--- src/rtl/hf_pkg.sv ---
// ---------------------------------------------------------------------------
// hf_pkg
// Shared definitions for the Huffman symbol-frequency front end.
//   - Symbol IDs a..e (SYM_A..SYM_E); IDs above SYM_E are illegal.
//   - SYM_NUM / CNT_W / FREQ_W: symbol count, per-symbol count width and
//     the width of the packed frequency word handed to the encoder.
//   - state_e: frame FSM encoding (IDLE = no frame open, ACCUM = frame open).
//   - satInc: saturating increment shared by the counters and the
//     frame-end snapshot so both agree on where a count stops.
// ---------------------------------------------------------------------------
package hf_pkg;

  localparam logic [2:0] SYM_A = 3'd0;
  localparam logic [2:0] SYM_B = 3'd1;
  localparam logic [2:0] SYM_C = 3'd2;
  localparam logic [2:0] SYM_D = 3'd3;
  localparam logic [2:0] SYM_E = 3'd4;

  localparam int SYM_NUM = 5;
  localparam int CNT_W   = 5;
  localparam int FREQ_W  = SYM_NUM * CNT_W;

  localparam logic [CNT_W-1:0] CNT_MAX = {CNT_W{1'b1}};

  typedef enum logic {
    IDLE  = 1'b0,
    ACCUM = 1'b1
  } state_e;

  // Returns {hitCeiling, value}: value is cnt+inc clamped at CNT_MAX, and
  // hitCeiling flags an increment that was swallowed by the clamp.
  function automatic logic [CNT_W:0] satInc(input logic [CNT_W-1:0] cnt,
                                            input logic             inc);
    logic [CNT_W:0] res;
    if (inc && (cnt == CNT_MAX)) begin
      res = {1'b1, cnt};
    end else begin
      res = {1'b0, cnt + CNT_W'(inc)};
    end
    return res;
  endfunction

endpackage

--- src/rtl/hf_sym_counter.sv ---
// ---------------------------------------------------------------------------
// hf_sym_counter
// One per-symbol occurrence counter, saturating at CNT_MAX.
// Ports:
//   clk, rst_n  : clock / asynchronous active-low reset
//   inc_i       : add one occurrence this cycle
//   clr_i       : start over from zero (wins over the old value; inc_i is
//                 then added on top of the cleared value)
//   count_o     : current count
//   sat_o       : sticky flag, an increment was lost at the ceiling since
//                 the last clear
// ---------------------------------------------------------------------------
module hf_sym_counter
  import hf_pkg::*;
(
  input  logic             clk,
  input  logic             rst_n,
  input  logic             inc_i,
  input  logic             clr_i,
  output logic [CNT_W-1:0] count_o,
  output logic             sat_o
);

  logic [CNT_W-1:0] count_q, count_d;
  logic             sat_q, sat_d;
  logic [CNT_W:0]   bumped;

  // Next count: clear has priority, otherwise a clamped increment whose
  // overflow attempt latches the saturation flag.
  always_comb begin
    bumped = satInc(count_q, inc_i);
    if (clr_i) begin
      count_d = CNT_W'(inc_i);
      sat_d   = 1'b0;
    end else begin
      count_d = bumped[CNT_W-1:0];
      sat_d   = sat_q | bumped[CNT_W];
    end
  end

  // Count and flag registers.
  always_ff @(posedge clk or negedge rst_n) begin
    if (!rst_n) begin
      count_q <= '0;
      sat_q   <= 1'b0;
    end else begin
      count_q <= count_d;
      sat_q   <= sat_d;
    end
  end

  assign count_o = count_q;
  assign sat_o   = sat_q;

endmodule

--- src/rtl/hf_freq_counter.sv ---
// ---------------------------------------------------------------------------
// hf_freq_counter
// Counts occurrences of symbols a..e over a frame and, on frame end,
// publishes the five counts as one packed word for the Huffman encoder.
// Frames end on in_last or after MAX_FRAME accepted symbols; the next frame
// may start on the very next cycle.
// Ports:
//   clk, rst_n   : clock / asynchronous active-low reset
//   in_valid     : in_symbol / in_last valid this cycle
//   in_symbol    : 0..4 = a..e, 5..7 illegal
//   in_last      : last beat of the frame (legal or illegal symbol)
//   out_valid    : one-cycle pulse, symbol_freq holds a finished frame
//   symbol_freq  : {a,b,c,d,e} counts, held until the next frame end
//   out_sat      : some count of the published frame saturated
//   err_sym      : one-cycle pulse, an illegal symbol was received
// ---------------------------------------------------------------------------
module hf_freq_counter
  import hf_pkg::*;
#(
  parameter int MAX_FRAME = 31
) (
  input  logic              clk,
  input  logic              rst_n,
  input  logic              in_valid,
  input  logic [2:0]        in_symbol,
  input  logic              in_last,
  output logic              out_valid,
  output logic [FREQ_W-1:0] symbol_freq,
  output logic              out_sat,
  output logic              err_sym
);

  localparam logic [7:0] MAX_LEN = 8'(MAX_FRAME);

  logic               accepted, illegal, frameEnd;
  logic [SYM_NUM-1:0] hit;
  logic [CNT_W-1:0]   cnt [SYM_NUM];
  logic [SYM_NUM-1:0] cntSat;
  logic [7:0]         lenNext;
  logic [7:0]         frameLen_q, frameLen_d;
  state_e             state_q, state_d;
  logic               outValid_q, outValid_d;
  logic               outSat_q, outSat_d;
  logic               errSym_q, errSym_d;
  logic [FREQ_W-1:0]  freq_q, freq_d;
  logic [FREQ_W-1:0]  snapWord;
  logic               snapSat;
  logic [CNT_W:0]     bumped;

  // Beat decode: a frame also ends when this accepted beat fills the
  // frame to MAX_FRAME symbols, even without in_last.
  always_comb begin
    hit      = '0;
    accepted = in_valid && (in_symbol <= SYM_E);
    illegal  = in_valid && (in_symbol > SYM_E);
    lenNext  = frameLen_q + 8'd1;
    frameEnd = (in_valid && in_last) || (accepted && (lenNext == MAX_LEN));
    for (int k = 0; k < SYM_NUM; k++) begin
      hit[k] = accepted && (in_symbol == 3'(k));
    end
  end

  // On the frame-end beat the counters are cleared rather than bumped, so
  // that beat's own symbol must not leak into the next frame.
  for (genvar g = 0; g < SYM_NUM; g++) begin : g_cnt
    hf_sym_counter u_cnt (
      .clk     (clk),
      .rst_n   (rst_n),
      .inc_i   (hit[g] & ~frameEnd),
      .clr_i   (frameEnd),
      .count_o (cnt[g]),
      .sat_o   (cntSat[g])
    );
  end

  // Frame-end snapshot: the counts as they would be including the
  // current beat, packed with symbol a in the most significant field.
  always_comb begin
    snapWord = '0;
    snapSat  = 1'b0;
    bumped   = '0;
    for (int k = 0; k < SYM_NUM; k++) begin
      bumped = satInc(cnt[k], hit[k]);
      snapWord[FREQ_W-1-k*CNT_W -: CNT_W] = bumped[CNT_W-1:0];
      snapSat = snapSat | cntSat[k] | bumped[CNT_W];
    end
  end

  // Frame FSM plus length counter and output register next-state.
  always_comb begin
    state_d    = state_q;
    frameLen_d = frameLen_q;
    freq_d     = freq_q;
    outSat_d   = outSat_q;
    outValid_d = frameEnd;
    errSym_d   = illegal;
    case (state_q)
      IDLE:    if (accepted && !frameEnd) state_d = ACCUM;
      ACCUM:   if (frameEnd) state_d = IDLE;
      default: state_d = IDLE;
    endcase
    if (frameEnd) begin
      frameLen_d = '0;
      freq_d     = snapWord;
      outSat_d   = snapSat;
    end else if (accepted) begin
      frameLen_d = lenNext;
    end
  end

  // State and output registers.
  always_ff @(posedge clk or negedge rst_n) begin
    if (!rst_n) begin
      state_q    <= IDLE;
      frameLen_q <= '0;
      outValid_q <= 1'b0;
      freq_q     <= '0;
      outSat_q   <= 1'b0;
      errSym_q   <= 1'b0;
    end else begin
      state_q    <= state_d;
      frameLen_q <= frameLen_d;
      outValid_q <= outValid_d;
      freq_q     <= freq_d;
      outSat_q   <= outSat_d;
      errSym_q   <= errSym_d;
    end
  end

  assign out_valid   = outValid_q;
  assign symbol_freq = freq_q;
  assign out_sat     = outSat_q;
  assign err_sym     = errSym_q;

endmodule

--- config.mk ---
export PLATFORM = sky130hd
export DESIGN_NAME = hf_freq_counter
export DESIGN_NICKNAME = d
export VERILOG_FILES = /design/src/rtl/hf_pkg.sv /design/src/rtl/hf_sym_counter.sv /design/src/rtl/hf_freq_counter.sv
export SDC_FILE = /design/constraint.sdc
export NUM_CORES = 1
export LEC_CHECK = 0
export CAP_MARGIN = 10
export CORE_MARGIN = 8
export CORE_UTILIZATION = 55
export DETAILED_ROUTE_END_ITERATION = 6
export PLACE_DENSITY = 0.89
export SLEW_MARGIN = 20
export SYNTH_ARGS = -nofsm -noshare
export SYNTH_HDL_FRONTEND = slang
export SYNTH_SLANG_ARGS = --single-unit
--- constraint.sdc ---
create_clock -name clk -period 3.35 [get_ports clk]
set_input_delay 0.67 -clock clk [delete_from_list [all_inputs] [get_ports clk]]
set_output_delay 0.67 -clock clk [all_outputs]
set_load 0.03 [all_outputs]
Yosys cells after proc, flatten, opt, wreduce, memory -nomap -nowiden
Index checks and enable logic that the tools add are counted.

cells by class
  add/subtract/negate cells = 11
  equality and inequality tests = 15
  bitwise logic cells = 20
  reduce and logical (&&, ||, !) cells = 22
  order comparisons = 2
  mux-type cells = 22

operators by type and width
  operator               count
  $mux W6                10
  $add A5 B1 Y5          10
  $eq A5 B5 Y1 const B   5
  $mux W5                5
  $logic_and A1 B1 Y1    19
  $mux W8                2
  $or A1 B1 Y1           14
  $ne A2 B2 Y1 const B   5
  $add A8 B1 Y8 const B  1
  $eq A8 B5 Y1 const B   1
  $eq A3 B2 Y1 const B   2
  $and A1 B1 Y1          5
  $mux W1                5
  $eq A3 B1 Y1 const B   1
  $eq A3 B3 Y1 const B   1
  $gt A3 B3 Y1 const B   1
  $le A3 B3 Y1 const B   1
  $logic_not A3 Y1       1
  $reduce_bool A2 Y1     1
  $logic_or A1 B1 Y1     1
  $not A1 Y1             1

storage, ports and cells
  input port bits = 7
  flip-flop bits (word level) = 66

Longest topological paths before layout
  depth in word-level cells = 14
  mapped depth = 14
  mapped depth without buffers = 12

Cells and area by module
From an unflattened synthesis, not the netlist that was laid out.

unflattened totals
  cells, all modules = 346
  area total of the unflattened synthesis = 3674.8 um^2

by module, submodules not included
  module           instances  cells each  area an instance (um^2)  seq. area each (um^2)
  hf_freq_counter  1          216         2267.2                   900.9
  hf_sym_counter   5          26          281.5                    150.1

Least setup slack after synthesis
Ideal clock, no wire load.

  path type = input to register
  start = in in_symbol[0]
  end = reg g_cnt[2].u_cnt.count_q[4]
  library setup time = 0.132 ns
  required time = 3.218 ns
  stages on the path = 13
  data arrival time = 2.662 ns
  setup slack = 0.557 ns
  cell sequence = o21ai_0 > nand2_1 > nor4b_2 > a32oi_4 > inv_2 > buf_4 > buf_2 > nor2_1 > ha_1 > ha_1 > nand3_1 > xor2_1 > a21oi_1

between the ends
  word-level cells in the longest chain between the ends = 9
  elaborated cells between the ends (all ways) = 13
  classes of those cells = add/sub (1); order compare (1); eq/ne (2); mux (2); bitwise (2); reduce/logical (5)

RTL lines
  element                line                   RTL
  from (decl)            hf_freq_counter.sv:25  input logic [2:0] in_symbol,
  $le A3 B3 Y1 *         hf_freq_counter.sv:54  accepted = in_valid && (in_symbol <= SYM_E);
  $logic_and A1 B1 Y1 *  hf_freq_counter.sv:54
  $logic_and A1 B1 Y1 *  hf_freq_counter.sv:57  frameEnd = (in_valid && in_last) || (accepted && (lenNext == MAX_LEN));
  $logic_or A1 B1 Y1 *   hf_freq_counter.sv:57
  via frameEnd           hf_freq_counter.sv:35  logic accepted, illegal, frameEnd;
  $not A1 Y1             hf_freq_counter.sv:69  .inc_i (hit[g] & ~frameEnd),
  $and A1 B1 Y1          hf_freq_counter.sv:69
  $add A5 B1 Y5          hf_pkg.sv:38           res = {1'b0, cnt + CNT_W'(inc)};
  $mux W6                hf_pkg.sv:35           if (inc && (cnt == CNT_MAX)) begin
  $mux W5                hf_sym_counter.sv:32   if (clr_i) begin
  to (signal assigned)   hf_sym_counter.sv:47   count_q <= count_d;
  to (decl)              hf_sym_counter.sv:24   logic [CNT_W-1:0] count_q, count_d;

Mark *: on every way through the listed nets, which the timed path passes. The rest lies on a longest branch. The select of a mux whose other input is x is not followed.
A chain may end at the register's enable or synchronous reset.

Final worst setup path
  start = in in_symbol[1]
  end = reg g_cnt[3].u_cnt.count_q[4]

between the ends
  word-level cells in the longest chain between the ends = 9
  elaborated cells between the ends (all ways) = 13
  classes of those cells = add/sub (1); order compare (1); eq/ne (2); mux (2); bitwise (2); reduce/logical (5)

RTL lines
  element               line
  $le A3 B3 Y1          hf_freq_counter.sv:54
  $logic_and A1 B1 Y1   hf_freq_counter.sv:54
  $logic_and A1 B1 Y1   hf_freq_counter.sv:57
  $logic_or A1 B1 Y1    hf_freq_counter.sv:57
  $not A1 Y1            hf_freq_counter.sv:69
  $and A1 B1 Y1         hf_freq_counter.sv:69
  $add A5 B1 Y5         hf_pkg.sv:38
  $mux W6               hf_pkg.sv:35
  $mux W5               hf_sym_counter.sv:32
  to (signal assigned)  hf_sym_counter.sv:47
  to (decl)             hf_sym_counter.sv:24

Parallel ways exist; a longest one is shown, timed or not. The select of a mux whose other input is x is not followed.

==> impl_metrics.prom <==
# TYPE chip_impl_metric gauge
chip_impl_metric{name="setup-violations-final",unit=""} 0
chip_impl_metric{name="number_of_violations_of_the_max_capacitance_limit",unit=""} 0
chip_impl_metric{name="syn-instance-count",unit=""} 352
chip_impl_info{name="status",value="finished, final reports clean"} 1
chip_impl_metric{name="cp_data_required_time",unit="ns"} 3.57
chip_impl_info{name="synth_top_area_cell",value="dfrtp_1"} 1
chip_impl_info{name="crit_type",value="in -> reg"} 1
chip_impl_metric{name="min_period",unit="ns"} 3.02
chip_impl_metric{name="syn2layout_area_growth",unit="%"} 18.3
chip_impl_metric{name="floorplan.die_area",unit="um^2"} 8880
chip_impl_info{name="synth.top_cells.by_area",value="dfrtp_1, ha_1, nor2_1, xor2_1, o21ai_0"} 1
chip_impl_metric{name="final_cell_area",unit="um^2"} 3980
chip_impl_metric{name="cts_hold_buf",unit=""} 0
chip_impl_metric{name="ff_latch_area",unit="um^2"} 1650
chip_impl_metric{name="number_of_clock_buffers_inserted_by_tritoncts",unit=""} 9
chip_impl_metric{name="final.setup.worst_slack",unit="ns"} 0.328
chip_impl_info{name="cp-start-kind",value="primary input"} 1
chip_impl_metric{name="core_area",unit="um^2"} 5920
chip_impl_metric{name="final_core_util",unit="%"} 67.2
chip_impl_metric{name="drt-initial-drc-count",unit=""} 150
chip_impl_metric{name="post_synth.cell_area_avg",unit="um^2"} 9.56
chip_impl_metric{name="skew",unit="ns"} 0.00831
chip_impl_metric{name="grt_pass1_wl",unit="um"} 12900
chip_impl_metric{name="power_frac_comb",unit="%"} 13.6
chip_impl_metric{name="dr_total_vias",unit=""} 2695
chip_impl_metric{name="clock_sinks",unit=""} 66
chip_impl_metric{name="powerDensity",unit="nW/um^2"} 459
chip_impl_metric{name="port_buffers",unit=""} 34
chip_impl_metric{name="ys_seq_area_share",unit="%"} 49.1
chip_impl_metric{name="ys.warnings.count",unit=""} 0
chip_impl_metric{name="share_of_yosys_cell_area_claimed_by_the_top_area_cell_type",unit="%"} 49.1
chip_impl_metric{name="stdcell_count",unit=""} 466
chip_impl_metric{name="clkLatencyLatePin",unit="ns"} 0.34
chip_impl_info{name="critical_path.startpoint",value="in_symbol[1]"} 1
chip_impl_metric{name="tightestPinTransition",unit="ns"} 0.803
chip_impl_metric{name="largest_net_degree_at_the_start_of_global_routing",unit=""} 67
chip_impl_metric{name="die_w",unit="um"} 94.2
chip_impl_metric{name="place_worst_setup_slack",unit="ns"} -0.00673
chip_impl_metric{name="p_int",unit="uW"} 1330
chip_impl_metric{name="critPathArrivalTime",unit="ns"} 3.24
chip_impl_info{name="cts_tree",value="built"} 1
chip_impl_metric{name="multi_input_comb_area",unit="um^2"} 1620
chip_impl_metric{name="floorplan.rows",unit=""} 28
chip_impl_metric{name="total_routing_usage_gr",unit="%"} 18.4
chip_impl_metric{name="total_number_of_nets_in_the_final_design",unit=""} 415
chip_impl_metric{name="initial_core_util",unit="%"} 56.8
chip_impl_info{name="reg2reg_from",value="frameLen_q[0]$_DFFE_PN0P_"} 1
chip_impl_info{name="reg2reg_to",value="g_cnt[3].u_cnt.count_o[4]$_DFFE_PN0P_"} 1
chip_impl_metric{name="cts_buffer_depth",unit=""} 2
chip_impl_metric{name="layout-drive-gt1-share",unit="%"} 6.91
chip_impl_metric{name="post-route-drc-count",unit=""} 0
chip_impl_info{name="setup.worst_path.end_class",value="flop"} 1
chip_impl_metric{name="switching_share",unit="%"} 27.3
chip_impl_metric{name="synth_area",unit="um^2"} 3360
chip_impl_info{name="hold_path_class",value="reg -> reg"} 1
chip_impl_metric{name="seq_power_share",unit="%"} 48.8
chip_impl_metric{name="number_of_optimization_iterations_in_the_first_detailed_route_pass",unit=""} 4
chip_impl_info{name="grt_setup_unrepaired",value="no"} 1
chip_impl_metric{name="syn_nets",unit=""} 381
chip_impl_info{name="worst_setup_path_endpoint",value="g_cnt[3].u_cnt.count_o[4]$_DFFE_PN0P_"} 1
chip_impl_metric{name="clock_power_share",unit="%"} 37.5
chip_impl_metric{name="netlist-cell-type-count",unit=""} 39
chip_impl_metric{name="timing.reg2reg.setup_slack",unit="ns"} 0.53
chip_impl_metric{name="synth_seq_cells",unit=""} 66
chip_impl_metric{name="switchingPower",unit="uW"} 498
chip_impl_metric{name="dp_hpwl",unit="um"} 5030
chip_impl_metric{name="count_of_boundary_i_o_pins",unit=""} 35
chip_impl_metric{name="num-fill-cells",unit=""} 442
chip_impl_metric{name="worst_ir_drop_vdd",unit="mV"} 0.272
chip_impl_info{name="clk_root_buffer_cell",value="clkbuf_8"} 1
chip_impl_metric{name="worst_r2r_path_cells",unit=""} 11
chip_impl_metric{name="die_h",unit="um"} 94.2
chip_impl_metric{name="maxSlewHeadroom",unit="%"} 46.5
chip_impl_metric{name="postPlaceCellArea",unit="um^2"} 3780
chip_impl_metric{name="clk_transition_reported_paths",unit="ns"} 0.07
chip_impl_metric{name="grt_pass1_vias",unit=""} 2725
chip_impl_metric{name="crit_fanout",unit=""} 12
chip_impl_metric{name="finalCritPeriodShare",unit="%"} 90.2
chip_impl_metric{name="htree_num_levels",unit=""} 3
chip_impl_metric{name="ant_nets",unit=""} 0
chip_impl_metric{name="fmaxAchievable",unit="GHz"} 0.331
chip_impl_metric{name="grt_antenna_before_repair",unit=""} 0
chip_impl_metric{name="wl",unit="um"} 7540
chip_impl_metric{name="placed_cells",unit=""} 450
chip_impl_metric{name="routed_wire_length_per_instance",unit="um"} 16.2
chip_impl_metric{name="total_leakage_power",unit="uW"} 0.00189
chip_impl_metric{name="antenna_cells",unit=""} 0
chip_impl_metric{name="cts_setup_buffers",unit=""} 0
chip_impl_metric{name="drv_slew",unit=""} 0
chip_impl_metric{name="gpl.final_weighted_congestion",unit=""} 0.808
chip_impl_metric{name="via_per_inst",unit=""} 5.78
chip_impl_metric{name="remaining_overflow_grt",unit=""} 0
chip_impl_metric{name="post_cts_resized",unit=""} 0
chip_impl_metric{name="timing.final.hold_violations",unit=""} 0
-- power groups by stage --
stage               combinational (uW)  sequential, uW  clock, uW
global placement                   240             903          0
global route                       275             901        723
finish                             249             892        686
floorplan                          113             934          0
CTS                                251             892        692
detailed placement                 248             906          0
-- how the worst min path moves through the flow --
stage,to,cells after the start,slack (ns),start
finish,symbol_freq[10]$_DFFE_PN0N_,2,0.48,symbol_freq[10]$_DFFE_PN0N_
global route,symbol_freq[10]$_DFFE_PN0N_,2,0.51,symbol_freq[10]$_DFFE_PN0N_
CTS,symbol_freq[1]$_DFFE_PN0N_,2,0.48,symbol_freq[1]$_DFFE_PN0N_
detailed placement,symbol_freq[6]$_DFFE_PN0N_,2,0.46,symbol_freq[6]$_DFFE_PN0N_
global placement,symbol_freq[1]$_DFFE_PN0N_,2,0.45,symbol_freq[1]$_DFFE_PN0N_
floorplan,err_sym$_DFF_PN0_,0,0.37,rst_n
-- worst max-delay path: stages --
cell             delay [ns]
clkdlybuf4s50_1        0.50
o21ai_0                0.33
nand2_1                0.14
nor4b_2                0.32
a32oi_4                0.29
and2_1                 0.23
ha_1                   0.19
ha_1                   0.21
nand3_1                0.10
xor2_1                 0.17
a21oi_1                0.08
-- per-layer routing --
| layer | GRT usage (%) | part of all wire (%) |
|---|---|---|
| met3 | 5.12 | 5.0 |
| met2 | 28.8 | 49 |
| met4 | 8.06 | 1.7 |
| met5 | 0 | 0 |
| met1 | 23.2 | 45 |
-- cells by family after synthesis --
group | synth area share [%]
compound gates | 10.2
xor+xnor | 5.99
fa+ha+maj | 8.18
buf+inv | 2.86
flops | 49.1
mux | 0.669
simple gates | 23.1
-- registers in the layout, indices dropped and copies added (netlist names) --
register,cells
out_sat,1
err_sym,1
out_valid,1
symbol_freq,25
g_cnt.u_cnt.sat_o,5
g_cnt.u_cnt.count_o,25
frameLen_q,8
-- layout by cell type, fill, tap and decap left out, types with 2 or more instances in the layout --
| cell type | instances |
|---|---|
| a21oi_1 | 7 |
| o21ai_0 | 33 |
| and3_1 | 4 |
| xor2_1 | 19 |
| clkbuf_1 | 3 |
| buf_4 | 6 |
| o21ai_1 | 2 |
| nand2_1 | 40 |
| xnor2_1 | 4 |
| dfrtp_1 | 66 |
| nor3_1 | 3 |
| and2_1 | 5 |
| nor2b_1 | 4 |
| nand4_1 | 16 |
| nand3_1 | 23 |
| ha_1 | 22 |
| clkbuf_8 | 11 |
| clkdlybuf4s50_1 | 33 |
| o31ai_1 | 5 |
| and3b_1 | 2 |
| and4_1 | 4 |
| mux2_2 | 2 |
| a31oi_1 | 5 |
| inv_1 | 4 |
| nor2_1 | 49 |
-- through the flow --
stage | setup TNS [ns] | power, uW | hold slack [ns]
after detailed placement | -0.00673 | 1150 | 0.458
final | 0 | 1830 | 0.476
after global routing | 0 | 1900 | 0.507
after global placement | 0 | 1140 | 0.452
after floorplan | 0 | 1050 | 0.374
after CTS | 0 | 1840 | 0.479
-- synthesized netlist by cell type --
| cell type | count |
|---|---|
| o31ai_1 | 5 |
| clkbuf_1 | 12 |
| nor3_1 | 3 |
| xor2_1 | 19 |
| nor4b_1 | 1 |
| nand4bb_1 | 1 |
| buf_2 | 5 |
| or3_1 | 1 |
| and4_1 | 4 |
| nand2b_1 | 1 |
| nor4b_2 | 1 |
| nand4_1 | 16 |
| inv_2 | 1 |
| nor2_1 | 49 |
| o41ai_1 | 1 |
| nor2b_1 | 4 |
| o21ai_0 | 33 |
| nor4_1 | 1 |
| a21oi_1 | 7 |
| a22o_1 | 1 |
| and4b_1 | 1 |
| nand3_1 | 23 |
| and3b_1 | 2 |
| a221o_1 | 1 |
| or4_1 | 1 |
| and2_1 | 5 |
| ha_1 | 22 |
| or2_2 | 1 |
| xnor2_1 | 4 |
| a31oi_1 | 5 |
| nand2_1 | 40 |
| a32oi_4 | 1 |
| o21ai_1 | 2 |
| a21o_1 | 1 |
| buf_4 | 1 |
| and3_1 | 4 |
| inv_1 | 4 |
| mux2_2 | 2 |
| dfrtp_1 | 66 |
-- cell type report --
class | count | area share, %
timing repair buffer | 41 | 10.1
clock inverter | 2 | 0.881
tap | 75 | 2.36
sequential | 66 | 41.5
inverter | 5 | 0.472
multi-input combinational | 263 | 40.6
clock buffer | 14 | 4.09
Note: power is estimated with default switching activity, not from simulation.
==> RTL change 1, RTL diff (same settings) <==
Make the reset (`rst_n`) synchronous in 2 clocked blocks. Comments in the files are not updated.
--- a/src/rtl/hf_sym_counter.sv
+++ b/src/rtl/hf_sym_counter.sv
@@ -39,7 +39,7 @@
   end
 
   // Count and flag registers.
-  always_ff @(posedge clk or negedge rst_n) begin
+  always_ff @(posedge clk) begin
     if (!rst_n) begin
       count_q <= '0;
       sat_q   <= 1'b0;
--- a/src/rtl/hf_freq_counter.sv
+++ b/src/rtl/hf_freq_counter.sv
@@ -109,7 +109,7 @@
   end
 
   // State and output registers.
-  always_ff @(posedge clk or negedge rst_n) begin
+  always_ff @(posedge clk) begin
     if (!rst_n) begin
       state_q    <= IDLE;
       frameLen_q <= '0;
Formal check against the unedited RTL: differs if rst_n is asserted again (counterexample within 4 cycles, from zero or initial values and one cycle with rst_n low); with rst_n held inactive, the same outputs for 10 cycles.
==> RTL change 1 against the original RTL <==
  * Setup slack better by 0.32 ns
  * Synthesized area down 2.8%
  * Sequential cell count unchanged
  * Die area down 2.3%
  * Synthesized cell count down 2.6%
  * Routed wire length down 10%
  * Cell area down 4.0%
  * Critical endpoint is now g_cnt[4].u_cnt.count_o[4]
  * Highest routed layer unchanged
Power is not compared: it rests on default switching activity, and its combinational part moved more than twofold at a synthesized area within 25%.
==> RTL change 1: results (changes against the original RTL) <==
\begin{tabular}{lr}
\hline
Metric & Value \\
\hline
\multicolumn{2}{l}{\textbf{Logic synthesis}} \\
\quad Async S/R FF share, synth & 0\% (was 100\%) \\
\quad Number of nets produced by synthesis & 367 (was 381) \\
\quad Syn\_area\_per\_cell & 9.53 µm² (was 9.56 µm²) \\
\quad Share of the yosys chip area belonging to registers & 40.4\% (was 49.1\%) \\
\quad Cells taking the most area after synthesis & dfxtp\_1, o2bb2ai\_2, nor2\_1, ha\_1, nand3\_1 (was dfrtp\_1, ha\_1, nor2\_1, xor2\_1, o21ai\_0) \\
\quad Post-synth cell types & 47 (was 39) \\
\quad Most used DFF post-synth & dfxtp\_1 (was dfrtp\_1) \\
\multicolumn{2}{l}{\textbf{Setup path}} \\
\quad Worst endpoint data arrival time & 2.92 ns (was 3.24 ns) \\
\quad Highest net fanout along the worst path & 9 (was 12) \\
\quad Crit-path max cell delay & 0.52 ns (was 0.50 ns) \\
\quad Reg-to-reg critical path startpoint & frameLen\_q[0] (unchanged) \\
\multicolumn{2}{l}{\textbf{Timing}} \\
\quad Measured slew at the worst slew-check pin & 0.429 ns (was 0.803 ns) \\
\quad Shortest clock period the worst path allows after layout & 2.70 ns (was 3.02 ns) \\
\quad Maximum clock skew at final layout & 0.00746 ns (was 0.00831 ns) \\
\multicolumn{2}{l}{\textbf{Status}} \\
\quad Run status & complete, no violations (unchanged) \\
\multicolumn{2}{l}{\textbf{Placement}} \\
\quad Half-perimeter wire length after detailed placement & 4710 µm (was 5030 µm) \\
\quad Gpl congestion & 0.838 (was 0.808) \\
\quad Worst setup timing slack at the placement stage & 0.344 ns (was -0.00673 ns) \\
\quad Placed instance area & 3640 µm² (was 3780 µm²) \\
\multicolumn{2}{l}{\textbf{Layout}} \\
\quad Final net count & 401 (was 415) \\
\quad Share of post-route cells with drive strength above 1 & 13.9\% (was 6.91\%) \\
\quad Final non-filler cell total & 456 (was 466) \\
\multicolumn{2}{l}{\textbf{Route}} \\
\quad Routed WL per cell & 14.8 µm (was 16.2 µm) \\
\quad First-pass iteration count of the detailed router & 5 (was 4) \\
\quad Violation count after the first detailed-route iteration & 108 (was 150) \\
\multicolumn{2}{l}{\textbf{GRT}} \\
\quad GRT Total Usage & 16.7\% (was 18.4\%) \\
\quad Largest net degree at the start of global routing & 30 (was 67) \\
\hline
\end{tabular}
[RTL change 1: cell count changes after synthesis, moves of 7 or more]
cell	change
nand2_1	-29
dfxtp_1	+66
o2bb2ai_2	+19
dfrtp_1	-66
nor2_1	+17
clkbuf_1	-7
buf_6	+7
xnor2_1	+9
o21ai_0	-20
o2bb2ai_1	+7
[RTL change 1: layer usage]
layer	routed length (µm)	GRT usage, %
met4	228	11.7
met1	2960	18.4
met3	248	4.01
met2	3330	28.0
met5	0	0
[RTL change 1: worst min-delay path by stage]
| stage | startpoint | end | slack [ns] |
|---|---|---|---|
| 2_1_floorplan | g_cnt[2].u_cnt.sat_o | g_cnt[2].u_cnt.sat_o | 0.43 |
| 3_3_place_gp | g_cnt[1].u_cnt.sat_o | g_cnt[1].u_cnt.sat_o | 0.44 |
| 3_5_place_dp | g_cnt[1].u_cnt.sat_o | g_cnt[1].u_cnt.sat_o | 0.45 |
| 4_1_cts | g_cnt[1].u_cnt.sat_o | g_cnt[1].u_cnt.sat_o | 0.46 |
| 5_1_grt | g_cnt[2].u_cnt.sat_o | g_cnt[2].u_cnt.sat_o | 0.49 |
| 6_report | g_cnt[1].u_cnt.sat_o | g_cnt[1].u_cnt.sat_o | 0.46 |
[RTL change 1: cell families after synthesis]
| family | share of synthesized area [%] |
|---|---|
| DFF | 40.4 |
| xor gates and xnor gates | 7.50 |
| adders and majority gates | 6.51 |
| buffers and inverters | 5.13 |
| and+or+nand+nor | 23.8 |
| AOI/OAI and AO/OA | 16.6 |
[RTL change 1: layout make-up]
type / instances / area (µm²)
fill: 458 / 2030
clock buffer: 12 / 145
tap: 75 / 93.8
inverter: 8 / 35.0
multi-input combinational: 251 / 1780
timing repair buffer: 41 / 405
clock inverter: 3 / 40.0
sequential: 66 / 1320
==> RTL change 2, RTL diff (same flow settings) <==
Without the edit above. The package constant `CNT_W` goes from 5 to 10.
--- a/src/rtl/hf_pkg.sv
+++ b/src/rtl/hf_pkg.sv
@@ -17,7 +17,7 @@
   localparam logic [2:0] SYM_E = 3'd4;
 
   localparam int SYM_NUM = 5;
-  localparam int CNT_W   = 5;
+  localparam int CNT_W   = 10;
   localparam int FREQ_W  = SYM_NUM * CNT_W;
 
   localparam logic [CNT_W-1:0] CNT_MAX = {CNT_W{1'b1}};
Interface: changed (resized symbol_freq); port bits go from 35 to 60. The function was not compared with the original's and may differ.
==> RTL change 2 against the original RTL <==
  * Maximum frequency rose by 5.3%
  * Critical path depth fell by 1
  * Sequential cell count rose by 50
  * Synthesized area rose by 88%
  * Routed wire length rose by 83%
  * First-iteration DRC count rose to 3.1 times the old value
  * Critical endpoint is now g_cnt[2].u_cnt.count_o[6]
  * Utilization rose by 0.35 points
  * Power rose by 97%
  * Cell area rose by 92%
  * Hold slack got worse by 0.13 ns
  * Count of clock-buffer cells in the layout rose by 8
  * Setup slack improved by 0.15 ns
==> RTL change 2: results (changes against the original RTL) <==
\begin{tabular}{lr}
\hline
Metric & Value \\
\hline
\multicolumn{2}{l}{\textbf{Logic synthesis}} \\
\quad Compound-cell area share of the yosys netlist & 6.56\% (was 10.2\%) \\
\quad List of most frequent post-synthesis cells & dfrtp\_1, nor2\_1, nor3\_1 (was dfrtp\_1, nor2\_1, nand2\_1) \\
\multicolumn{2}{l}{\textbf{Setup path}} \\
\quad Worst reg-to-reg setup slack & 0.57 ns (was 0.53 ns) \\
\quad Crit-path max cell delay & 0.57 ns (was 0.50 ns) \\
\quad CP startpoint & in\_valid (was in\_symbol[1]) \\
\quad Endpoint of the worst register-to-register path & g\_cnt[1].u\_cnt.count\_o[9] (was g\_cnt[3].u\_cnt.count\_o[4]) \\
\multicolumn{2}{l}{\textbf{Layout}} \\
\quad Portion of the layout cell area used by non-clock buffers & 9.42\% (was 10.1\%) \\
\quad Area used by multi-input combinational logic & 3130 µm² (was 1620 µm²) \\
\quad Layout buffer count excluding clock buffers & 75 (was 41) \\
\quad Clock tree cell share of total cell area & 8.10\% (was 4.97\%) \\
\multicolumn{2}{l}{\textbf{Route}} \\
\quad First-pass iteration count of the detailed router & 5 (was 4) \\
\quad Routed wire length on met3 & 825 µm (was 377 µm) \\
\quad Met2 Routed Length & 6730 µm (was 3680 µm) \\
\quad Routed WL per cell & 16.3 µm (was 16.2 µm) \\
\quad Detail-routed via count per cell & 5.85 (was 5.78) \\
\quad Routed metal-1 wirelength & 6010 µm (was 3360 µm) \\
\multicolumn{2}{l}{\textbf{GRT}} \\
\quad Largest net degree at the start of global routing & 117 (was 67) \\
\quad First-pass GRT wire length & 23900 µm (was 12900 µm) \\
\quad GR Layer Usage met2 & 31.5\% (was 28.8\%) \\
\quad Met1 demand-to-capacity share in global routing & 24.3\% (was 23.2\%) \\
\quad GRT Total Usage & 19.6\% (was 18.4\%) \\
\multicolumn{2}{l}{\textbf{Placement}} \\
\quad Half-perimeter wire length after detailed placement & 9280 µm (was 5030 µm) \\
\quad Gpl congestion & 0.920 (was 0.808) \\
\multicolumn{2}{l}{\textbf{Pwr}} \\
\quad Static Leakage & 3.52 nW (was 1.89 nW) \\
\quad Maximum VDD drop & 0.356 mV (was 0.272 mV) \\
\quad PD cells & 470 nW/µm² (was 459 nW/µm²) \\
\quad Combinational share of power & 6.7\% (was 13.6\%) \\
\quad Clock group share of total power & 52.0\% (was 37.5\%) \\
\multicolumn{2}{l}{\textbf{CTS}} \\
\quad Number of sinks driven by the clock tree & 116 (was 66) \\
\quad Number of buffers added by the clock tree synthesis step & 17 (was 9) \\
\quad Insertion delay of the later-clocked pin in the worst-skew pair & 0.42 ns (was 0.34 ns) \\
\quad CTS Root Buffer Type & clkbuf\_16 (was clkbuf\_8) \\
\multicolumn{2}{l}{\textbf{Timing}} \\
\quad Hold Slack & 0.347 ns (was 0.476 ns) \\
\multicolumn{2}{l}{\textbf{Floorplanning}} \\
\quad Die ar. & 15200 µm² (was 8880 µm²) \\
\multicolumn{2}{l}{\textbf{Status}} \\
\quad Run status & complete, no violations (unchanged) \\
\hline
\end{tabular}
-- RTL change 2: cell types whose count changed after synthesis, moves of 11 or more --
cell	unedited run	this run
xnor2_1	4	34
buf_2	5	16
mux2i_1	0	17
nor2_1	49	86
inv_1	4	25
mux2_1	0	34
o21ai_0	33	15
dfrtp_1	66	116
nand3_1	23	35
a21oi_1	7	18
nor3_1	3	37
-- RTL change 2: worst max-delay path by stage --
stage                     cells after the start                   endpoint  slack, ns
after global routing                         10  g_cnt[2].u_cnt.count_o[6]       0.31
after detailed placement                     10  g_cnt[2].u_cnt.count_o[6]        0.1
after global placement                        8            symbol_freq[46]       0.18
final                                        10  g_cnt[2].u_cnt.count_o[6]       0.48
after CTS                                    10  g_cnt[2].u_cnt.count_o[6]       0.53
after floorplan                              14  g_cnt[1].u_cnt.count_o[9]       0.53
